File: src/rtl/axi_rd_arbiter_if.sv
// axi_rd_arbiter_if: single-beat AXI4 read address and read data channels
interface axi_rd_arbiter_if #(
  parameter int ADDR_W = 64,
  parameter int DATA_W = 64,
  parameter int ID_W   = 4
);
  logic [ID_W-1:0]   arid;
  logic [ADDR_W-1:0] araddr;
  logic [7:0]        arlen;
  logic [2:0]        arsize;
  logic [1:0]        arburst;
  logic [2:0]        arport;
  logic              arvalid;
  logic              arready;
  logic [ID_W-1:0]   rid;
  logic [DATA_W-1:0] rdata;
  logic [1:0]        rresp;
  logic              rvalid;
  logic              rready;
  modport master (
    output arid, araddr, arlen, arsize, arburst, arport, arvalid, rready,
    input  arready, rid, rdata, rresp, rvalid
  );
  modport slave (
    input  arid, araddr, arlen, arsize, arburst, arport, arvalid, rready,
    output arready, rid, rdata, rresp, rvalid
  );
endinterface

File: src/rtl/axi_rd_arbiter.sv
// axi_rd_arbiter: round-robin share of one AXI read port between fetch and load/store, one beat in flight
module axi_rd_arbiter #(
  parameter int              ADDR_W = 64,
  parameter int              DATA_W = 64,
  parameter int              ID_W   = 4,
  parameter logic [ID_W-1:0] IF_ID  = 4'd0,
  parameter logic [ID_W-1:0] LS_ID  = 4'd1
) (
  input  logic              clk,
  input  logic              rstn,
  input  logic              if_req_valid,
  output logic              if_req_ready,
  input  logic [ADDR_W-1:0] if_addr,
  output logic              if_rsp_valid,
  output logic [DATA_W-1:0] if_rsp_data,
  output logic              if_rsp_err,
  input  logic              ls_req_valid,
  output logic              ls_req_ready,
  input  logic [ADDR_W-1:0] ls_addr,
  input  logic [2:0]        ls_size,
  output logic              ls_rsp_valid,
  output logic [DATA_W-1:0] ls_rsp_data,
  output logic              ls_rsp_err,
  axi_rd_arbiter_if.master  axi
);
  typedef enum logic [1:0] {IDLE, ADDR, DATA} state_t;
  state_t state;
  logic last_ls, owner_ls, sel_ls;
  // LS wins only when alone or when IF took the previous grant
  assign sel_ls       = ls_req_valid & (~if_req_valid | ~last_ls);
  assign if_req_ready = rstn & (state == IDLE) & if_req_valid & ~sel_ls;
  assign ls_req_ready = rstn & (state == IDLE) & sel_ls;
  assign axi.arlen    = '0;
  always_ff @(posedge clk or negedge rstn) begin
    if (!rstn) begin
      state        <= IDLE;
      last_ls      <= 1'b1;
      owner_ls     <= 1'b0;
      axi.arid     <= '0;
      axi.araddr   <= '0;
      axi.arsize   <= '0;
      axi.arburst  <= '0;
      axi.arport   <= '0;
      axi.arvalid  <= 1'b0;
      axi.rready   <= 1'b0;
      if_rsp_valid <= 1'b0;
      if_rsp_data  <= '0;
      if_rsp_err   <= 1'b0;
      ls_rsp_valid <= 1'b0;
      ls_rsp_data  <= '0;
      ls_rsp_err   <= 1'b0;
    end else begin
      if_rsp_valid <= 1'b0;
      ls_rsp_valid <= 1'b0;
      if (state == IDLE && (if_req_valid || ls_req_valid)) begin
        owner_ls    <= sel_ls;
        last_ls     <= sel_ls;
        axi.arid    <= sel_ls ? LS_ID : IF_ID;
        axi.araddr  <= sel_ls ? ls_addr : if_addr;
        axi.arsize  <= sel_ls ? ls_size : 3'b010;
        axi.arport  <= sel_ls ? 3'b000 : 3'b100;
        axi.arburst <= 2'b01;
        axi.arvalid <= 1'b1;
        state       <= ADDR;
      end else if (state == ADDR && axi.arready) begin
        axi.arvalid <= 1'b0;
        axi.rready  <= 1'b1;
        state       <= DATA;
      end else if (state == DATA && axi.rvalid && axi.rid == axi.arid) begin
        axi.rready <= 1'b0;
        state      <= IDLE;
        if (owner_ls) begin
          ls_rsp_valid <= 1'b1;
          ls_rsp_data  <= axi.rdata;
          ls_rsp_err   <= axi.rresp != 2'b00;
        end else begin
          if_rsp_valid <= 1'b1;
          if_rsp_data  <= axi.rdata;
          if_rsp_err   <= axi.rresp != 2'b00;
        end
      end
    end
  end
endmodule
File: src/flat_wrapper.sv
// flat-port wrapper written by rule: the top's interface ports become plain ports
module axi_rd_arbiter_flat 
#(
  parameter int              ADDR_W = 64,
  parameter int              DATA_W = 64,
  parameter int              ID_W   = 4,
  parameter logic [ID_W-1:0] IF_ID  = 4'd0,
  parameter logic [ID_W-1:0] LS_ID  = 4'd1
)
  (clk, rstn, if_req_valid, if_req_ready, if_addr, if_rsp_valid, if_rsp_data, if_rsp_err, ls_req_valid, ls_req_ready, ls_addr, ls_size, ls_rsp_valid, ls_rsp_data, ls_rsp_err, axi_arid, axi_araddr, axi_arlen, axi_arsize, axi_arburst, axi_arport, axi_arvalid, axi_rready, axi_arready, axi_rid, axi_rdata, axi_rresp, axi_rvalid);
  axi_rd_arbiter_if #(.ADDR_W(ADDR_W), .DATA_W(DATA_W), .ID_W(ID_W)) axi_i ();
  input  logic clk;
  input  logic rstn;
  input  logic if_req_valid;
  output logic if_req_ready;
  input  logic [ADDR_W-1:0] if_addr;
  output logic if_rsp_valid;
  output logic [DATA_W-1:0] if_rsp_data;
  output logic if_rsp_err;
  input  logic ls_req_valid;
  output logic ls_req_ready;
  input  logic [ADDR_W-1:0] ls_addr;
  input  logic [2:0] ls_size;
  output logic ls_rsp_valid;
  output logic [DATA_W-1:0] ls_rsp_data;
  output logic ls_rsp_err;
  output wire logic [$bits(axi_i.arid)-1:0] axi_arid;
  output wire logic [$bits(axi_i.araddr)-1:0] axi_araddr;
  output wire logic [$bits(axi_i.arlen)-1:0] axi_arlen;
  output wire logic [$bits(axi_i.arsize)-1:0] axi_arsize;
  output wire logic [$bits(axi_i.arburst)-1:0] axi_arburst;
  output wire logic [$bits(axi_i.arport)-1:0] axi_arport;
  output wire logic [$bits(axi_i.arvalid)-1:0] axi_arvalid;
  output wire logic [$bits(axi_i.rready)-1:0] axi_rready;
  input wire logic [$bits(axi_i.arready)-1:0] axi_arready;
  input wire logic [$bits(axi_i.rid)-1:0] axi_rid;
  input wire logic [$bits(axi_i.rdata)-1:0] axi_rdata;
  input wire logic [$bits(axi_i.rresp)-1:0] axi_rresp;
  input wire logic [$bits(axi_i.rvalid)-1:0] axi_rvalid;
  assign axi_arid = axi_i.arid;
  assign axi_araddr = axi_i.araddr;
  assign axi_arlen = axi_i.arlen;
  assign axi_arsize = axi_i.arsize;
  assign axi_arburst = axi_i.arburst;
  assign axi_arport = axi_i.arport;
  assign axi_arvalid = axi_i.arvalid;
  assign axi_rready = axi_i.rready;
  assign axi_i.arready = axi_arready;
  assign axi_i.rid = axi_rid;
  assign axi_i.rdata = axi_rdata;
  assign axi_i.rresp = axi_rresp;
  assign axi_i.rvalid = axi_rvalid;
  axi_rd_arbiter #(.ADDR_W(ADDR_W), .DATA_W(DATA_W), .ID_W(ID_W), .IF_ID(IF_ID), .LS_ID(LS_ID)) u_core (.clk(clk), .rstn(rstn), .if_req_valid(if_req_valid), .if_req_ready(if_req_ready), .if_addr(if_addr), .if_rsp_valid(if_rsp_valid), .if_rsp_data(if_rsp_data), .if_rsp_err(if_rsp_err), .ls_req_valid(ls_req_valid), .ls_req_ready(ls_req_ready), .ls_addr(ls_addr), .ls_size(ls_size), .ls_rsp_valid(ls_rsp_valid), .ls_rsp_data(ls_rsp_data), .ls_rsp_err(ls_rsp_err), .axi(axi_i));
endmodule
File: config.mk
export PLATFORM = sky130hd
export DESIGN_NAME = axi_rd_arbiter_flat
export DESIGN_NICKNAME = d
export VERILOG_FILES = /design/src/rtl/axi_rd_arbiter_if.sv /design/src/rtl/axi_rd_arbiter.sv /design/src/flat_wrapper.sv
export SDC_FILE = /design/constraint.sdc
export NUM_CORES = 1
export LEC_CHECK = 0
export BUFFER_PORTS_ARGS = -buffer_cell sky130_fd_sc_hd__buf_2
export CAP_MARGIN = 40
export CORE_AREA = 3 3 167 169
export CTS_BUF_LIST = sky130_fd_sc_hd__clkbuf_8 sky130_fd_sc_hd__clkbuf_16
export CTS_CLUSTER_DIAMETER = 40
export DETAILED_ROUTE_END_ITERATION = 6
export DIE_AREA = 0 0 170 172
export GPL_ROUTABILITY_DRIVEN = 0
export HOLD_SLACK_MARGIN = 0.12
export PLACE_DENSITY_LB_ADDON = 0.05
export SYNTH_ARGS = -nofsm -noshare
export SYNTH_HDL_FRONTEND = slang
export SYNTH_SLANG_ARGS = --single-unit
File: constraint.sdc
create_clock -name clk -period 1.82 [get_ports clk]
set_input_delay 0 -clock clk [delete_from_list [all_inputs] [get_ports clk]]
set_output_delay 0 -clock clk [all_outputs]
set_load 0.01 [all_outputs]
Yosys cells after proc, flatten, opt, wreduce, memory -nomap -nowiden

Index checks and enable logic that the tools add are counted.
Widths: inputs -> output; s select.

Register bits after elaboration: 213
Latch bits: 0
RAM bits: 0
Bits in read-only memories: 0
Input port bits: 207
Output and inout bits: 220
Logic and storage cells: 63
Memories kept: 0

Add/subtract/negate cells: 0
$mul: 0
Div/mod/pow operators: 0
$lt $le $gt $ge: 0
Equality and inequality tests: 3
Shift-type cells: 0
Muxes and demuxes: 19
Bitwise logic cells: 12
Reduce and logical (&&, ||, !) cells: 13

Operators with widths:

| kind               | number |
|---|---|
| $mux 64            | 1 |
| $mux 1             | 13 |
| $reduce_and 4->1   | 2 |
| $mux 2             | 3 |
| $mux 3             | 2 |
| $not 1->1          | 6 |
| $reduce_bool 2->1  | 3 |
| $and 1x1->1        | 5 |
| $eq 4x4->1         | 1 |
| $logic_and 1x1->1  | 4 |
| $reduce_bool 3->1  | 1 |
| $eq 2x1->1 const B | 1 |
| $eq 2x2->1 const B | 1 |
| $logic_not 2->1    | 1 |
| $reduce_and 2->1   | 1 |
| $logic_or 1x1->1   | 1 |
| $or 1x1->1         | 1 |

Logic depth before layout (Yosys ltp)

Depth after elaboration: 6
Depth in mapped cells: 5
Gate-level depth less buffers: 3

Worst setup path after synthesis

Ideal clock, no wire load.

Path type: reg2reg
Start point: reg u_core.state[0]
End point: reg u_core.ls_rsp_data[17]
Setup time: 0.125 ns
Arrival: 1.538 ns
Data required time: 1.695 ns
Path slack: 0.157 ns
Stages on the path, launching flop included: 6
Path buffers: 2
Period minus slack after synthesis: 1.663 ns
Path through: dfrtp_1 nor4b_4 and3_1 buf_4 buf_6 mux2_2

Cells in the longest elaborated chain, start to end: 4
Elaborated cells between the ends (all ways): 10
Those cells by class: eq/ne (2); bitwise (2); reduce/logical (6)

Ends and longest elaborated chain:

| what                                                  | line                                                             | text |
|---|---|---|
| from (decl)                                           | axi_rd_arbiter.sv:27                                             | `state_t state;` |
| from (signal assigned)                                | axi_rd_arbiter.sv:36                                             | `state <= IDLE;` |
| from (signal assigned)                                | axi_rd_arbiter.sv:64                                             | `state <= ADDR;` |
| from (signal assigned)                                | axi_rd_arbiter.sv:68                                             | `state <= DATA;` |
| $eq 2x2->1, or another cell as far along              | axi_rd_arbiter.sv:69                                             | `end else if (state == DATA && axi.rvalid && axi.rid == axi.arid) begin` |
| $logic_and 1x1->1 (on tied branches)                  | axi_rd_arbiter.sv:69, axi_rd_arbiter.sv:55, axi_rd_arbiter.sv:65 |  |
| $logic_and 1x1->1 / $not 1->1 (equally long branches) | --                                                               |  |
| $reduce_and 4->1 (no line) (*)                        | --                                                               |  |
| to (signal assigned)                                  | axi_rd_arbiter.sv:74                                             | `ls_rsp_data <= axi.rdata;` |
| to (decl)                                             | axi_rd_arbiter.sv:22                                             | `output logic [DATA_W-1:0] ls_rsp_data,` |

Every way passes the cells marked *; elsewhere a longest branch is shown, timed or not.
A chain may end at the register's enable or synchronous reset.

Worst setup path after layout

Start point: reg u_core.state[0]
End point: out ls_req_ready

Cells in the longest elaborated chain, start to end: 3

Ends and longest elaborated chain:

| what                     | line                 | text |
|---|---|---|
| $logic_not 2->1          | axi_rd_arbiter.sv:32 | `assign ls_req_ready = rstn & (state == IDLE) & sel_ls;` |
| $and 1x1->1 (2 in a row) | axi_rd_arbiter.sv:32 |  |
| to (decl)                | flat_wrapper.sv:21   | `output logic ls_req_ready;` |

Every way passes these cells.

==> reports/summary.txt <==
Register clock-pin slew on the reported worst setup and hold paths = 50 ps
Count of distinct cell types in the synthesized netlist = 31
Final net count = 1408
Synth top area share = 60.5%
Crit Path Category = flop to output pin
Port bufs = 412
Total Die Area = 0.0292 mm^2
Global-route wire length before repair = 44400 um
Post-route cell area = 0.0144 mm^2
Total clock buffers created by CTS = 37
GR Util All Layers = 19.2%
Area added between synthesis and finish = 69.3%
Detailed Place HPWL = 19100 um
Register bit count reported by yosys = 207
Critical Path RT = 1820 ps
Antenna-violating nets left = 0
Count of mapped cells out of synthesis = 561
Min Tclk post-route = 1730 ps
Cell accounting for the most synthesized area = sky130_fd_sc_hd__dfrtp_1
Std-Cell Rows = 60
Crit path arrival time = 1730 ps
Maximum number of pins on one net before global-route repair = 57
Fill count = 2337
Crit path largest cell delay = 410 ps
Setup repair after global routing missed its margin = no
Final count of hold timing violations = 0
Leakage power = 7.63 nW
Top cells by area, synth = sky130_fd_sc_hd__dfrtp_1 (60%), sky130_fd_sc_hd__mux2_2 (8.6%), sky130_fd_sc_hd__a221o_1 (7.5%)
Avg Vias per Cell = 4.66
Number of antenna violations at the first check in global routing = 1
Clock tree skew after final layout = 8.84 ps
Core Area = 0.0267 mm^2
Setup crit end kind = output pin
Hold Path Class = input port to async pin
Buffer cell driving the clock tree root = sky130_fd_sc_hd__clkbuf_16
Share of layout cells above drive strength 1 = 50.0%
Crit start category = flop
Via count = 7305
Mean instance size in the synthesized netlist = 15.2 um^2
CP max stage cell = sky130_fd_sc_hd__dfrtp_1
Netlist Area Pre-Place = 0.00853 mm^2
Residual DRC count = 0
Placed cell areas = 0.0110 mm^2
Chip Width = 170 um
Final Slew Violations = 0
Number of global-route vias before repair = 7868
Sequential cell area = 0.00518 mm^2
Most used cells in the layout excluding fill and tap cells = sky130_fd_sc_hd__buf_2 (410), sky130_fd_sc_hd__dfrtp_1 (206), sky130_fd_sc_hd__dlygate4sd3_1 (204), sky130_fd_sc_hd__mux2_2 (65), sky130_fd_sc_hd__a221o_1 (64)
Final clock period utilization by the worst path = 95.2%
Worst-case hold slack = 130 ps
Routed length per placed instance = 18.5 um
Final routed wirelength across all metal layers = 29000 um
Number of levels in the clock H-tree = 2
Maximum clock insertion buffer count = 3
Power density normalized to cell area = 1440 mW/mm^2
Cell type group with the largest total delay on the critical path = simple AND/OR/NAND/NOR gates
TritonCTS sink count = 207
Most common library cell in the layout ignoring fill and taps = sky130_fd_sc_hd__buf_2
Area of combinational cells with multiple inputs = 0.00305 mm^2
Cell Chain, Critical Path = buf_6 -> nor2_4 -> and3_4 -> buf_12 -> and2_1 -> buf_6
Worst IR drop on VDD = 622 uV
Final setup fails = 0
CTS tree = done
Total Negative Setup Slacks = 0 ps
Share of the yosys chip area belonging to registers = 60.8%
Remaining global-route overflow = 0
Number of DRC markers in iteration 0 = 309
Maximum fanout encountered on the critical timing path = 3
Overall die height = 172 um
Worst-Skew Late Latency = 490 ps
Number of I/O pins = 427
Achievable clock frequency = 577 MHz
Number of detailed-route iterations in the first pass = 6
Status = finished clean
Top cell by count, worst path = sky130_fd_sc_hd__buf_6
Warnings from Yosys = 0
Starting Density = 31.9%
Number of buffers and inverters on the critical path = 3
Max cap viols = 0
==> cells by family (layout without fill, tap and decap cells) <==
kind of cell	Yosys count	after routing	share of synthesized area, %
compound gates	138	138	14.0
buf+inv	61	711	4.43
other cells	1	15	0.0440
xor+xnor	1	1	0.103
flops	207	207	60.8
simple gates	23	23	1.76
mux	130	130	18.9
==> final cells by class <==
type,instances,area share (%)
repair buffers,646,31.6
clock buffers,41,6.79
diodes,1,0.0173
inverters,3,0.0780
clock inverters,21,1.54
well taps,341,2.96
multi-input cells,306,21.1
flip-flops and latches,207,35.9
==> where the power goes <==
group	switching, W	internal (W)
registers	0.000905	0.00641
logic	0.00321	0.00362
clock network	0.00226	0.00442
total	0.00638	0.0144
==> flip-flops by register name, summed over array words and instances (netlist names) <==
| register | cells |
|---|---|
| u_core.if_rsp_valid | 1 |
| u_core.axi.araddr | 64 |
| u_core.axi.arsize | 3 |
| u_core.state | 2 |
| u_core.ls_rsp_err | 1 |
| u_core.axi.rready | 1 |
| u_core.axi.arport | 1 |
| u_core.axi.arid | 1 |
| u_core.axi.arburst | 1 |
| u_core.if_rsp_err | 1 |
| u_core.last_ls | 1 |
| u_core.ls_rsp_valid | 1 |
| u_core.ls_rsp_data | 64 |
| u_core.if_rsp_data | 64 |
| u_core.axi.arvalid | 1 |
==> worst min-delay path: stages <==
cell and delay (ps):
sky130_fd_sc_hd__dlygate4sd3_1 540, sky130_fd_sc_hd__clkbuf_8 210, sky130_fd_sc_hd__buf_12 200
==> layer usage <==
layer / track usage [%] / vias up / share of wire, %
li1: - / 3364 / -
met1: 23.5 / 3562 / 40
met2: 33.9 / 329 / 51
met3: 4.87 / 50 / 7.5
met4: 5.08 / 0 / 2.2
met5: 0 / - / 0
==> per-stage QoR <==
stage                     utilization [%]  setup WS [ps]  cells  total power, W
after global placement               41.3            136   1291          0.0137
final                                54.0           86.7   1566          0.0208
after global routing                 54.0           1.11   1566          0.0220
after CTS                            54.0           15.6   1564          0.0211
after detailed placement             41.3            100   1291          0.0138
after floorplan                         -            157    574          0.0107
==> synth_stat cells, drive strengths merged <==
cell	number
nand2b	2
a21o	4
nor4b	1
nand2	5
xnor2	1
and3b	1
inv	3
buf	40
dfrtp	206
a21boi	64
nor3b	2
a2bb2oi	1
nand3	1
nor2	2
o21ai	2
dfstp	1
and3	3
or2	2
clkbuf	18
mux2	130
and2	3
o21a	1
a22o	2
conb	1
a221o	64
nand4b	1
==> path summary, 6_finish.rpt <==
check	start	to	slack (ps)	depth (start not counted)
max in group asynchronous	rstn	u_core.ls_rsp_data[42]$_DFFE_PN0P_	1240	3
worst min-delay path	rstn	u_core.if_rsp_data[56]$_DFFE_PN0P_	130	3
worst max register to register	u_core.state[0]$_DFFE_PN0P_	u_core.ls_rsp_data[6]$_DFFE_PN0P_	90	4
min in group clk	ls_req_valid	u_core.ls_rsp_valid$_DFF_PN0_	270	4
worst min register to register	u_core.axi.arburst[0]$_DFFE_PN0P_	u_core.axi.arburst[0]$_DFFE_PN0P_	460	1
worst max-delay path	u_core.state[0]$_DFFE_PN0P_	ls_req_ready	90	6
==> timing repair <==
item | in CTS | in global routing
setup endpoints to repair | 2 | 3
endpoints found under the hold margin | 410 | 0
pin swaps | 3 | 3
setup buffers | 4 | 1
hold buffers | 205 | 0
gates resized for setup | 5 | 1
cloned | 2 | 0
(Power assumes the default switching activity.)
